==> src/rtl/apb_image_loader_pkg.sv <==
// Shared types and register map for the APB image loader.
package apb_image_loader_pkg;

  typedef enum logic [3:0] {
    IDLE,
    STOP_SETUP,
    STOP_ACCESS,
    LOAD,
    W_SETUP,
    W_ACCESS,
    GO_SETUP,
    GO_ACCESS,
    DONE
  } state_t;

  typedef enum logic [1:0] {
    PH_IDLE,
    PH_SETUP,
    PH_ACCESS
  } phase_t;

  localparam int START_WORK_ADDR = 0;
  localparam int IMAGE_BASE_ADDR = 1;

  localparam int STOP = 0;
  localparam int GO   = 1;

endpackage

==> src/rtl/apb_image_loader_if.sv <==
// APB bus between the image loader (requester) and the recognizer (completer).
interface apb_image_loader_if #(
  parameter int AMBA_WORD       = 24,
  parameter int AMBA_ADDR_DEPTH = 12
);
  logic                     PSEL;
  logic                     PENABLE;
  logic                     PWRITE;
  logic [AMBA_ADDR_DEPTH:0] PADDR;
  logic [AMBA_WORD-1:0]     PWDATA;
  logic                     PREADY;
  logic                     PSLVERR;

  modport master (
    output PSEL, PENABLE, PWRITE, PADDR, PWDATA,
    input  PREADY, PSLVERR
  );

  modport slave (
    input  PSEL, PENABLE, PWRITE, PADDR, PWDATA,
    output PREADY, PSLVERR
  );
endinterface

==> src/rtl/apb_write_master.sv <==
// Single-write APB requester: a req pulse launches SETUP then ACCESS until PREADY.
module apb_write_master
  import apb_image_loader_pkg::*;
#(
  parameter int AMBA_WORD       = 24,
  parameter int AMBA_ADDR_DEPTH = 12
) (
  input  logic                     clk,
  input  logic                     rst,
  input  logic                     req,
  input  logic [AMBA_ADDR_DEPTH:0] req_addr,
  input  logic [AMBA_WORD-1:0]     req_data,
  output logic                     complete,
  output logic                     slverr,
  apb_image_loader_if.master       apb
);

  phase_t                   phase_reg, phase_next;
  logic [AMBA_ADDR_DEPTH:0] addr_reg;
  logic [AMBA_WORD-1:0]     data_reg;

  always_ff @(posedge clk or negedge rst) begin
    if (!rst) begin
      phase_reg <= PH_IDLE;
      addr_reg  <= '0;
      data_reg  <= '0;
    end else begin
      phase_reg <= phase_next;
      if (req) begin
        addr_reg <= req_addr;
        data_reg <= req_data;
      end
    end
  end

  // A new request may arrive on the very edge that completes the current one.
  always_comb begin
    phase_next = phase_reg;
    complete   = 1'b0;
    case (phase_reg)
      PH_IDLE:   if (req) phase_next = PH_SETUP;
      PH_SETUP:  phase_next = PH_ACCESS;
      PH_ACCESS: begin
        if (apb.PREADY) begin
          complete   = 1'b1;
          phase_next = req ? PH_SETUP : PH_IDLE;
        end
      end
      default:   phase_next = PH_IDLE;
    endcase
  end

  assign apb.PSEL    = (phase_reg != PH_IDLE);
  assign apb.PENABLE = (phase_reg == PH_ACCESS);
  assign apb.PWRITE  = (phase_reg != PH_IDLE);
  assign apb.PADDR   = addr_reg;
  assign apb.PWDATA  = data_reg;
  assign slverr      = complete & apb.PSLVERR;

endmodule

==> src/rtl/apb_image_loader.sv <==
// Streams pixels in, packs them MSB-first into APB words and writes one image to the recognizer.
module apb_image_loader
  import apb_image_loader_pkg::*;
#(
  parameter int AMBA_WORD       = 24,
  parameter int AMBA_ADDR_DEPTH = 12,
  parameter int PIX_WIDTH       = 8,
  parameter int NUM_PIXELS      = 12288
) (
  input  logic                 clk,
  input  logic                 rst,
  input  logic                 start,
  output logic                 busy,
  output logic                 done,
  output logic                 err,
  input  logic                 pix_valid,
  output logic                 pix_ready,
  input  logic [PIX_WIDTH-1:0] pix_data,
  apb_image_loader_if.master   apb
);

  localparam int PPW        = AMBA_WORD / PIX_WIDTH;
  localparam int NWORDS     = NUM_PIXELS / PPW;
  localparam int WORD_CNT_W = $clog2(NWORDS + 1);
  localparam int PIX_CNT_W  = (PPW > 1) ? $clog2(PPW) : 1;
  localparam int PART_W     = (PPW > 1) ? AMBA_WORD - PIX_WIDTH : 1;
  localparam int ADDR_W     = AMBA_ADDR_DEPTH + 1;

  state_t                state_reg, state_next;
  logic [PIX_CNT_W-1:0]  pix_cnt_reg, pix_cnt_next;
  logic [WORD_CNT_W-1:0] word_cnt_reg, word_cnt_next;
  logic [PART_W-1:0]     partial_reg, partial_next;
  logic                  err_reg, err_next;
  logic [AMBA_WORD-1:0]  word_shift;

  logic                  req, complete, slverr;
  logic [ADDR_W-1:0]     req_addr;
  logic [AMBA_WORD-1:0]  req_data;

  // Earlier pixels shift toward the MSBs as each new pixel enters at the bottom.
  generate
    if (PPW == 1) begin : g_single
      assign word_shift = pix_data;
    end else begin : g_multi
      assign word_shift = {partial_reg, pix_data};
    end
  endgenerate

  always_ff @(posedge clk or negedge rst) begin
    if (!rst) begin
      state_reg    <= IDLE;
      pix_cnt_reg  <= '0;
      word_cnt_reg <= '0;
      partial_reg  <= '0;
      err_reg      <= 1'b0;
    end else begin
      state_reg    <= state_next;
      pix_cnt_reg  <= pix_cnt_next;
      word_cnt_reg <= word_cnt_next;
      partial_reg  <= partial_next;
      err_reg      <= err_next;
    end
  end

  always_comb begin
    state_next    = state_reg;
    pix_cnt_next  = pix_cnt_reg;
    word_cnt_next = word_cnt_reg;
    partial_next  = partial_reg;
    err_next      = err_reg;
    req           = 1'b0;
    req_addr      = '0;
    req_data      = '0;
    case (state_reg)
      IDLE: begin
        if (start) begin
          state_next    = STOP_SETUP;
          req           = 1'b1;
          req_addr      = ADDR_W'(START_WORK_ADDR);
          req_data      = AMBA_WORD'(STOP);
          err_next      = 1'b0;
          pix_cnt_next  = '0;
          word_cnt_next = '0;
        end
      end
      STOP_SETUP:  state_next = STOP_ACCESS;
      STOP_ACCESS: if (complete) state_next = LOAD;
      LOAD: begin
        if (pix_valid) begin
          partial_next = word_shift[PART_W-1:0];
          if (pix_cnt_reg == PIX_CNT_W'(PPW - 1)) begin
            pix_cnt_next = '0;
            state_next   = W_SETUP;
            req          = 1'b1;
            req_addr     = ADDR_W'(IMAGE_BASE_ADDR) + ADDR_W'(word_cnt_reg);
            req_data     = word_shift;
          end else begin
            pix_cnt_next = pix_cnt_reg + PIX_CNT_W'(1);
          end
        end
      end
      W_SETUP: state_next = W_ACCESS;
      W_ACCESS: begin
        if (complete) begin
          if (word_cnt_reg == WORD_CNT_W'(NWORDS - 1)) begin
            word_cnt_next = '0;
            state_next    = GO_SETUP;
            req           = 1'b1;
            req_addr      = ADDR_W'(START_WORK_ADDR);
            req_data      = AMBA_WORD'(GO);
          end else begin
            word_cnt_next = word_cnt_reg + WORD_CNT_W'(1);
            state_next    = LOAD;
          end
        end
      end
      GO_SETUP:  state_next = GO_ACCESS;
      GO_ACCESS: if (complete) state_next = DONE;
      DONE:      state_next = IDLE;
      default:   state_next = IDLE;
    endcase
    if (slverr) err_next = 1'b1;
  end

  assign pix_ready = (state_reg == LOAD);
  assign busy      = (state_reg != IDLE);
  assign done      = (state_reg == DONE);
  assign err       = err_reg;

  apb_write_master #(
    .AMBA_WORD      (AMBA_WORD),
    .AMBA_ADDR_DEPTH(AMBA_ADDR_DEPTH)
  ) u_wr (
    .clk     (clk),
    .rst     (rst),
    .req     (req),
    .req_addr(req_addr),
    .req_data(req_data),
    .complete(complete),
    .slverr  (slverr),
    .apb     (apb)
  );

endmodule

==> src/flat_wrapper.sv <==
// flat-port wrapper written by rule: the top's interface ports become plain ports
module apb_image_loader_flat import apb_image_loader_pkg::*;
#(
  parameter int AMBA_WORD       = 24,
  parameter int AMBA_ADDR_DEPTH = 12,
  parameter int PIX_WIDTH       = 8,
  parameter int NUM_PIXELS      = 12288
)
  (clk, rst, start, busy, done, err, pix_valid, pix_ready, pix_data, apb_PSEL, apb_PENABLE, apb_PWRITE, apb_PADDR, apb_PWDATA, apb_PREADY, apb_PSLVERR);
  apb_image_loader_if #(.AMBA_WORD(AMBA_WORD), .AMBA_ADDR_DEPTH(AMBA_ADDR_DEPTH)) apb_i ();
  input  logic clk;
  input  logic rst;
  input  logic start;
  output logic busy;
  output logic done;
  output logic err;
  input  logic pix_valid;
  output logic pix_ready;
  input  logic [PIX_WIDTH-1:0] pix_data;
  output wire logic [$bits(apb_i.PSEL)-1:0] apb_PSEL;
  output wire logic [$bits(apb_i.PENABLE)-1:0] apb_PENABLE;
  output wire logic [$bits(apb_i.PWRITE)-1:0] apb_PWRITE;
  output wire logic [$bits(apb_i.PADDR)-1:0] apb_PADDR;
  output wire logic [$bits(apb_i.PWDATA)-1:0] apb_PWDATA;
  input wire logic [$bits(apb_i.PREADY)-1:0] apb_PREADY;
  input wire logic [$bits(apb_i.PSLVERR)-1:0] apb_PSLVERR;
  assign apb_PSEL = apb_i.PSEL;
  assign apb_PENABLE = apb_i.PENABLE;
  assign apb_PWRITE = apb_i.PWRITE;
  assign apb_PADDR = apb_i.PADDR;
  assign apb_PWDATA = apb_i.PWDATA;
  assign apb_i.PREADY = apb_PREADY;
  assign apb_i.PSLVERR = apb_PSLVERR;
  apb_image_loader #(.AMBA_WORD(AMBA_WORD), .AMBA_ADDR_DEPTH(AMBA_ADDR_DEPTH), .PIX_WIDTH(PIX_WIDTH), .NUM_PIXELS(NUM_PIXELS)) u_core (.clk(clk), .rst(rst), .start(start), .busy(busy), .done(done), .err(err), .pix_valid(pix_valid), .pix_ready(pix_ready), .pix_data(pix_data), .apb(apb_i));
endmodule
==> config.mk <==
export PLATFORM = sky130hd
export DESIGN_NAME = apb_image_loader_flat
export DESIGN_NICKNAME = d
export VERILOG_FILES = /design/src/rtl/apb_image_loader_pkg.sv /design/src/rtl/apb_image_loader_if.sv /design/src/rtl/apb_write_master.sv /design/src/rtl/apb_image_loader.sv /design/src/flat_wrapper.sv
export SDC_FILE = /design/constraint.sdc
export NUM_CORES = 1
export LEC_CHECK = 0
export CAP_MARGIN = 20
export CORE_MARGIN = 1.5
export CORE_UTILIZATION = 50
export DETAILED_ROUTE_END_ITERATION = 10
export PLACE_DENSITY = 0.76
export SETUP_SLACK_MARGIN = 0.4
export SLEW_MARGIN = 10
export SYNTH_ARGS = -nofsm -noshare
export SYNTH_HDL_FRONTEND = slang
export SYNTH_SLANG_ARGS = --single-unit
==> constraint.sdc <==
create_clock -name clk -period 2.7 [get_ports clk]
set_input_delay 0.54 -clock clk [delete_from_list [all_inputs] [get_ports clk]]
set_output_delay 0.54 -clock clk [all_outputs]
set_load 0.02 [all_outputs]
# Yosys cells after proc, flatten, opt, wreduce, memory -nomap -nowiden
# Cells that the tools add are included.
[word_totals]
ff_bits = 75
latch_bits = 0
ram_bits = 0
rom_bits = 0
input_bits = 14
mem_count = 0
[classes]
add_sub_neg = 2
n_mul = 0
div_mod_pow = 0
magnitude_cmp = 0
eq_ne = 20
shift = 0
muxes = 39
bitwise_logic = 1
reduce_logical = 14
[ops]
columns = ["cell", "n"]
rows = [
  ["13-bit 2-to-1 mux", 6],
  ["24-bit 2-to-1 mux", 3],
  ["24-bit case mux with 2 select lines", 1],
  ["4-bit case mux with 8 select lines", 1],
  ["13-bit case mux with 2 select lines", 1],
  ["4-bit 2-to-1 mux", 6],
  ["4-bit by 3-bit equality test with 1-bit output (second input constant)", 4],
  ["1-bit by 13-bit adder with 13-bit output (first input constant)", 1],
  ["13-bit by 12-bit equality test with 1-bit output (second input constant)", 1],
  ["1-bit 2-to-1 mux", 12],
  ["2-bit != test (second input constant)", 6],
  ["2-bit 2-to-1 mux", 5],
  ["2-bit nonzero test", 5],
  ["4-bit by 2-bit equality test with 1-bit output (second input constant)", 2],
  ["2-bit case mux with 3 select lines", 1],
  ["2-bit AND reduction", 3],
  ["3-bit AND reduction", 2],
  ["6-bit AND reduction", 1],
  ["2-bit equality test (second input constant)", 2],
  ["4-bit by 1-bit equality test with 1-bit output (second input constant)", 1],
  ["4-bit equality test (second input constant)", 1],
  ["4-bit logical NOT", 1],
  ["2-bit by 1-bit != test with 1-bit output (second input constant)", 2],
  ["2-bit case mux with 2 select lines", 1],
  ["other kinds (7)", 7],
]

# Depth between registers and ports, before layout
# Gate-level depths: netlist of run 1.
[logic_depth]
word_depth = 7
ltp_mapped = 8
ltp_nobuf = 5

# By module
# Synthesis of run 1 repeated with hierarchy kept, for this count alone.
[unflattened]
cells_unflattened = 310
hier_area_um2 = 3716.1
[modules_own_cells]
columns = ["mod", "instances", "cells_per_inst", "area_per_inst_um2", "seq_area_each_um2"]
rows = [
  ["apb_image_loader", 1, 221, 2152.1, 900.9],
  ["apb_write_master", 1, 89, 1564.0, 975.9],
]

# Worst setup path after synthesis of run 1
# OpenSTA, ideal clock, no wires.
[synth_timing]
path_kind = "flip-flop to flip-flop"
from = "register u_core.word_cnt_reg[0]"
to = "register u_core.u_wr.addr_reg[12] (netlist: u_core.u_wr.apb.PADDR[12])"
setup_time_ps = 121
arrival_ps = 2127
required_time_ps = 2579
path_slack_ps = 452
path_stages_with_launch = 9
period_less_slack_ps = 2248
cell_sequence = "dfrtp_1 > ha_1 > nand4_4 > or4_1 > buf_2 > o211a_1 > buf_6 > buf_6 > a22o_1"
[synth_between]
elab_chain_len = 4
[synth_rtl]
columns = ["element", "line_no", "rtl"]
rows = [
  ["from (decl)", "apb_image_loader.sv:31", "logic [WORD_CNT_W-1:0] word_cnt_reg, word_cnt_next;"],
  ["from (signal assigned)", "apb_image_loader.sv:59", "word_cnt_reg <= word_cnt_next;"],
  ["1-bit by 13-bit adder with 13-bit output / 13-bit by 12-bit equality test with 1-bit output (equally long branches)", "apb_image_loader.sv:95, apb_image_loader.sv:105", ""],
  ["13-bit 2-to-1 mux / 1-bit 2-to-1 mux (equally long branches)", "apb_image_loader.sv:91, apb_image_loader.sv:105", ""],
  ["13-bit 2-to-1 mux / 1-bit 2-to-1 mux (equally long branches)", "apb_image_loader.sv:89, apb_image_loader.sv:104", ""],
  ["13-bit 2-to-1 mux / 1-bit case mux with 3 select lines (equally long branches)", "-", ""],
  ["to (signal assigned)", "apb_write_master.sv:30", "addr_reg <= req_addr;"],
  ["to (decl)", "apb_write_master.sv:19", "logic [AMBA_ADDR_DEPTH:0] addr_reg;"],
]
# Parallel ways exist; a longest one is shown, timed or not.
# A chain may end at the register's enable or synchronous reset.

# Worst setup path in the final report of run 1
[layout_timing]
from = "register u_core.state_reg[1]"
to = "output port busy"
[layout_between]
elab_chain_len = 1
[layout_rtl]
columns = ["element", "line_no", "rtl"]
rows = [
  ["from (decl)", "apb_image_loader.sv:29", "state_t state_reg, state_next;"],
  ["from (signal assigned)", "apb_image_loader.sv:57", "state_reg <= state_next;"],
  ["4-bit nonzero test", "apb_image_loader.sv:126", "assign busy = (state_reg != IDLE);"],
  ["to (decl)", "flat_wrapper.sv:14", "output logic busy;"],
]
# Every way passes these cells.

==> results of run 1 <==
-- placed cells by master, fill, tap and decap left out, types with 2 or more instances in the layout --
master	instances
o21ai_0	7
nor3b_1	2
buf_4	15
or4_1	2
a31o_2	2
or2_2	3
o31ai_1	7
xor2_1	5
a22o_1	39
nand2b_1	2
nand2_1	15
nor2_1	9
nand3b_1	2
mux2i_1	2
nor3_1	6
xnor2_1	6
dlygate4sd2_1	3
clkdlybuf4s50_1	53
dfrtp_1	74
nor4_1	2
o2bb2ai_1	6
clkbuf_8	11
inv_1	4
mux2_2	17
a31oi_1	2
clkinvlp_4	2
nand4_1	3
nand3_1	9
-- cells in the mapped netlist (2+ instances only) --
cell | n | area share
nand3b_1 | 2 | 0.0045
nor3_1 | 6 | 0.0091
xor2_1 | 5 | 0.013
mux2i_1 | 2 | 0.0060
nand2b_1 | 2 | 0.0038
buf_2 | 3 | 0.0045
a22o_1 | 39 | 0.10
o21ai_0 | 7 | 0.011
dfrtp_1 | 75 | 0.57
clkbuf_1 | 11 | 0.012
nand2_1 | 15 | 0.017
or2_2 | 3 | 0.0057
nand4_1 | 3 | 0.0057
o31ai_1 | 7 | 0.016
a31o_2 | 2 | 0.0053
nand3_1 | 9 | 0.014
nor4_1 | 3 | 0.0057
or4_1 | 2 | 0.0045
nor2_1 | 9 | 0.010
nor4bb_1 | 2 | 0.0060
xnor2_1 | 6 | 0.016
a31oi_1 | 2 | 0.0038
o2bb2ai_1 | 6 | 0.016
inv_1 | 4 | 0.0045
mux2_2 | 17 | 0.058
buf_6 | 4 | 0.014
nor3b_1 | 2 | 0.0045
-- path summary, 6_finish.rpt --
check                                  startpoint                    endpoint  slack (ns)  depth (start not counted)
min                                           rst    u_core.u_wr.apb.PADDR[8]        0.32                          1
min in group clk           u_core.partial_reg[11]  u_core.u_wr.apb.PWDATA[19]        0.50                          1
max                           u_core.state_reg[1]                        busy        0.45                          5
max in group asynchronous                     rst      u_core.word_cnt_reg[0]        1.73                          1
min reg2reg                u_core.partial_reg[11]  u_core.u_wr.apb.PWDATA[19]        0.50                          1
max reg2reg                u_core.word_cnt_reg[0]    u_core.u_wr.apb.PADDR[7]        0.52                          6
-- worst max-delay path: cells and delay by family (launching register included) --
kind,cells,cell delay (ns)
flops,1,0.38
buf+inv,4,0.70
simple gates,1,0.28
-- routing by layer --
| layer | GRT usage | part of all wire | up-vias |
|---|---|---|---|
| li1 | - | - | 1141 |
| met1 | 0.299 | 0.46 | 1236 |
| met2 | 0.329 | 0.47 | 70 |
| met3 | 0.0610 | 0.051 | 7 |
| met4 | 0.0689 | 0.013 | 0 |
| met5 | 0 | 0 | - |
-- where the power goes --
| part | switching, W | internal (W) |
|---|---|---|
| combinational | 0.0000267 | 0.0000169 |
| clock | 0.000400 | 0.000470 |
| sequential | 0 | 0.00112 |
-- metrics by stage --
stage	utilization	cells	area, um2	hold slack, ns
finish	0.661	416	4220	0.315
global route	0.661	416	4220	0.408
CTS	0.658	416	4200	0.363
detailed placement	0.626	401	4000	0.481
global placement	0.626	401	4000	0.474
floorplan	-	271	3310	0.244
-- kinds of logic (layout without fill, tap and decap cells) --
kind of cell / count (synthesis) / count (layout) / share of synthesized area
buffers and inverters: 23 / 91 / 0.0374
adders and majority gates: 1 / 1 / 0.00377
AOI/OAI and AO/OA: 73 / 73 / 0.178
xor gates and xnor gates: 11 / 11 / 0.0291
muxes: 19 / 19 / 0.0638
DFF: 75 / 75 / 0.566
and+or+nand+nor: 69 / 69 / 0.122
-- area by class of cell --
| cell class | count | share of cell area |
|---|---|---|
| Sequential cell | 75 | 0.445 |
| Multi-Input combinational cell | 173 | 0.317 |
| Timing Repair Buffer | 72 | 0.163 |
| Clock buffer | 11 | 0.0359 |
| Tap cell | 77 | 0.0228 |
| Clock inverter | 4 | 0.0119 |
| Inverter | 4 | 0.00356 |
-- timing repair --
| item | in CTS | in global routing |
|---|---|---|
| hold buffers | 0 | 0 |
| cloned | 0 | 0 |
| setup endpoints to repair | 11 | 29 |
| resized for setup | 5 | 3 |
==> results.yml, run 1 <==
yosys:
  synthArstFlopShare: 1.00
  synth.distinct_cells: 50
  ys.flop_type: "dfrtp_1"
  synth_area_um2: 3310
  yosysSeqAreaShare: 0.566
  synth_edf_count: 0
  yosys_warnings: 0
  synthesis.nets: 286
  syn_avg_cell_area_um2: 12.2
  synth_seq_cells: 75
  synth_cells: 271
cells_and_area:
  nFillCells: 494
  multi_input_area_um2: 1340
  antenna_cells: 0
  num-nets-final: 350
  largest_reg_flops: 24
  seq_area_um2: 1880
  drive_above_1_share: 0.177
  syn_to_final_growth_pct: 27.3
sta:
  max_slew_margin: 0.393
  period_minus_slack_ns: 2.25
  hold_viol_final: 0
  setup_tns_ns: 0
  finalClockSkew_ns: 0.00810
  finalMaxSlewViolations: 0
  max_slew.worst_pin.slew_ns: 0.910
  rsz0062_at_grt: "true"
  setup_slack_ns: 0.451
  setup_violations: 0
  max_freq_mhz: 445
  period_share: 0.833
critical_path:
  cp.arrival_ns: 1.71
  cp.required_ns: 2.16
  path_max_fanout: 11
  critPathKind: "flip-flop to output pin"
  startpoint_type: "flip-flop"
  max_stage_delay_ns: 0.38
  end_kind: "output pin"
  crit_top_cell: "buf_4"
  slowest_stage: "dfrtp_1"
  path_cells: "buf_4 > nor4_2 > buf_4 > inv_1 > dlygate4sd2_1"
clock_tree:
  cts_made_buffers: 9
  cts-root-buf: "clkbuf_8"
  clock-sinks: 75
  cts_tree: "yes"
  clock_path_buffers: 2
  post_cts_buffers: 0
  cts_htree_levels: 3
  path_clk_slew_ns: 0.07
  clock_latency_ns: 0.34
global_routing:
  overflow: 0
  grt_usage: 0.215
  grt_pass1_wl_um: 11900
  grt_pass1_vias: 2373
  antenna_found_initial: 0
  grt_max_degree: 76
routing:
  vias: 2454
  dr.pass1.iters: 4
  via_per_inst: 5.90
  drtIter0Drc: 124
  wl_per_cell_um: 17.3
  ant_nets: 0
  drc: 0
  drt_wl_total_um: 7210
pwr:
  p_per_area_nw_per_um2: 483
  p_leak_nw: 1.93
  ir_drop_mv: 0.398
  finalPower_w: 0.00204
die:
  die_y_um: 84.4
  row_count: 29
  die_area_um2: 7130
  ios: 58
  floorplan.initialDensity: 0.519
  die_width_um: 84.4
  core_area_um2: 6390
place:
  routabilityCongestion: 0.837
  dp_slack_ns: 0.404
  dp_hpwl_um: 4690
  portBuffers: 57
run_status:
  run_status: "finished clean"
hold_path:
  hold_path_class: "primary input to asynchronous set/reset pin"
job:
  maxCapViolCount: 0
No activity file was read; power rests on OpenSTA's default activity.
==> run 2, diff against run 1 <==
Settings changed: CORE_UTILIZATION 50 to 47, PLACE_DENSITY 0.76 to 0.75.
Clock period 2.7 ns to 1.9 ns, I/O delays scaled along.
==> results.yml, run 2 (synthesized netlist as in run 1, its figures left out) <==
sta:
  finalMaxSlewViolations: 0
  rsz0062_at_grt: "true"
  whs_ns: -0.0126
  setup_slack_ns: -0.183
  max_freq_mhz: 480
  setup_tns_ns: -6.07
  max_slew_margin: 0.669
  max_slew.worst_pin.slew_ns: 0.493
  period_share: 1.10
  setup_violations: 44
  finalClockSkew_ns: 0.0180
  period_minus_slack_ns: 2.08
  hold_viol_final: 29
place:
  portBuffers: 57
  routabilityCongestion: 0.923
  dp_hpwl_um: 5260
  dp_slack_ns: -0.113
  dp.cells: 451
critical_path:
  end_kind: "flip-flop"
  cp.arrival_ns: 2.31
  critPathKind: "flip-flop to flip-flop"
  critPathTopFamily: "simple AND/OR/NAND/NOR gates"
  reg2reg_from: "u_core.word_cnt_reg[0]"
  path_max_fanout: 17
  rr_endpoint: "u_core.u_wr.apb.PWDATA[12]"
  reg2reg_depth: 6
  path_cells: "ha_4 > nand4_4 > or4_4 > o211a_4 > clkbuf_16 > a22o_1"
  cp.required_ns: 2.13
  max_stage_delay_ns: 0.53
  slowest_stage: "or4_4"
  critical_path_buf_inv_count: 1
  startpoint_type: "flip-flop"
  r2r_slack_ns: -0.18
run_status:
  violations: "hold timing, setup timing"
  run_status: "finished, violations left"
routing:
  drtIter0Drc: 232
  via_per_inst: 5.95
  dr.pass1.iters: 4
  vias: 3018
  drc: 0
  wl_per_cell_um: 21.5
  ant_nets: 0
  drt_wl_total_um: 10900
clock_tree:
  cts_htree_levels: 3
  clock_path_buffers: 2
  path_clk_slew_ns: 0.10
  clock-sinks: 75
  cts-root-buf: "clkbuf_8"
  cts_tree: "yes"
  cts_made_buffers: 9
  clock_latency_ns: 0.36
global_routing:
  overflow: 0
  antenna_found_initial: 0
  grt_pass1_wl_um: 14700
  grt_max_degree: 39
  grt_usage: 0.257
  grt_pass1_vias: 2870
hold_path:
  hold_path_class: "primary input to asynchronous set/reset pin"
die:
  floorplan.initialDensity: 0.488
  row_count: 30
  die_y_um: 87.0
  ios: 58
  core_area_um2: 6790
  die_area_um2: 7560
  die_width_um: 87.0
job:
  maxCapViolCount: 0
pwr:
  ir_drop_mv: 0.358
  p_leak_nw: 2.69
  p_per_area_nw_per_um2: 534
cells_and_area:
  antenna_cells: 0
  num-nets-final: 421
  drive_above_1_share: 0.433
  largest_reg_flops: 24
  layout_commonest_cell: "dfrtp_1"
  syn_to_final_growth_pct: 62.7
  nFillCells: 366
  stdcell_count: 507
  layout_common_cells: "dfrtp_1 (72), buf_4 (47), a22o_1 (38), dlygate4sd2_1 (34), buf_6 (33)"
  final_util: 0.794
-- run 2: layout make-up --
| type | count | area, um2 | share of cell area |
|---|---|---|---|
| multi-input cells | 175 | 1770 | 0.328 |
| repair buffers | 141 | 1420 | 0.264 |
| inverters | 4 | 15.0 | 0.00278 |
| flip-flops and latches | 75 | 1880 | 0.349 |
| clock inverters | 7 | 60.1 | 0.0111 |
| clock buffers | 9 | 124 | 0.0230 |
| well taps | 96 | 120 | 0.0223 |
-- run 2: what timing repair did --
item                                    4_1_cts  5_1_grt
gates resized for setup                     137       46
endpoints found under the setup margin      116       82
setup buffers                                17       15
cloned                                        3        5
hold buffers                                  0        0
pin swaps                                    14       15
-- run 2: metrics by stage --
step	power (W)	instance area (um2)
finish	0.00288	5390
global route	0.00297	5390
CTS	0.00285	4990
detailed placement	0.00170	4380
global placement	0.00170	4380
floorplan	0.00163	3470
-- run 2: worst max-delay path by stage --
stage,from,endpoint,cells past startpoint
3_3_place_gp,apb_PREADY,u_core.u_wr.apb.PADDR[7],6
6_report,u_core.word_cnt_reg[0],u_core.u_wr.apb.PWDATA[12],6
5_1_grt,u_core.word_cnt_reg[0],u_core.u_wr.apb.PWDATA[12],6
3_5_place_dp,u_core.word_cnt_reg[1],u_core.u_wr.apb.PADDR[8],6
2_1_floorplan,u_core.word_cnt_reg[0],u_core.u_wr.apb.PADDR[12],8
4_1_cts,u_core.word_cnt_reg[1],u_core.u_wr.apb.PADDR[2],6
-- run 2: where the power goes --
part           internal (W)  switching, W  leakage, nW  total [W]
clock              0.000500      0.000706       0.0901    0.00121
combinational     0.0000317     0.0000494         1.57  0.0000811
sequential          0.00159             0         1.02    0.00159
total               0.00213      0.000755         2.69    0.00288
-- run 2: routing by layer --
| layer | up-vias | share of wire | wire [um] | global-route usage |
|---|---|---|---|---|
| met5 | - | 0 | 0 | 0 |
| met3 | 37 | 0.059 | 643 | 0.0436 |
| li1 | 1304 | - | - | - |
| met1 | 1534 | 0.41 | 4420 | 0.336 |
| met4 | 0 | 0.035 | 379 | 0.101 |
| met2 | 143 | 0.50 | 5450 | 0.428 |
==> run 3, diff against run 2 <==
Settings changed: GPL_ROUTABILITY_DRIVEN set to 0, SLEW_MARGIN 10 to 15.
==> results of run 3 <==
Same layout as run 2: the final DEF is identical, and so are final timing and power.
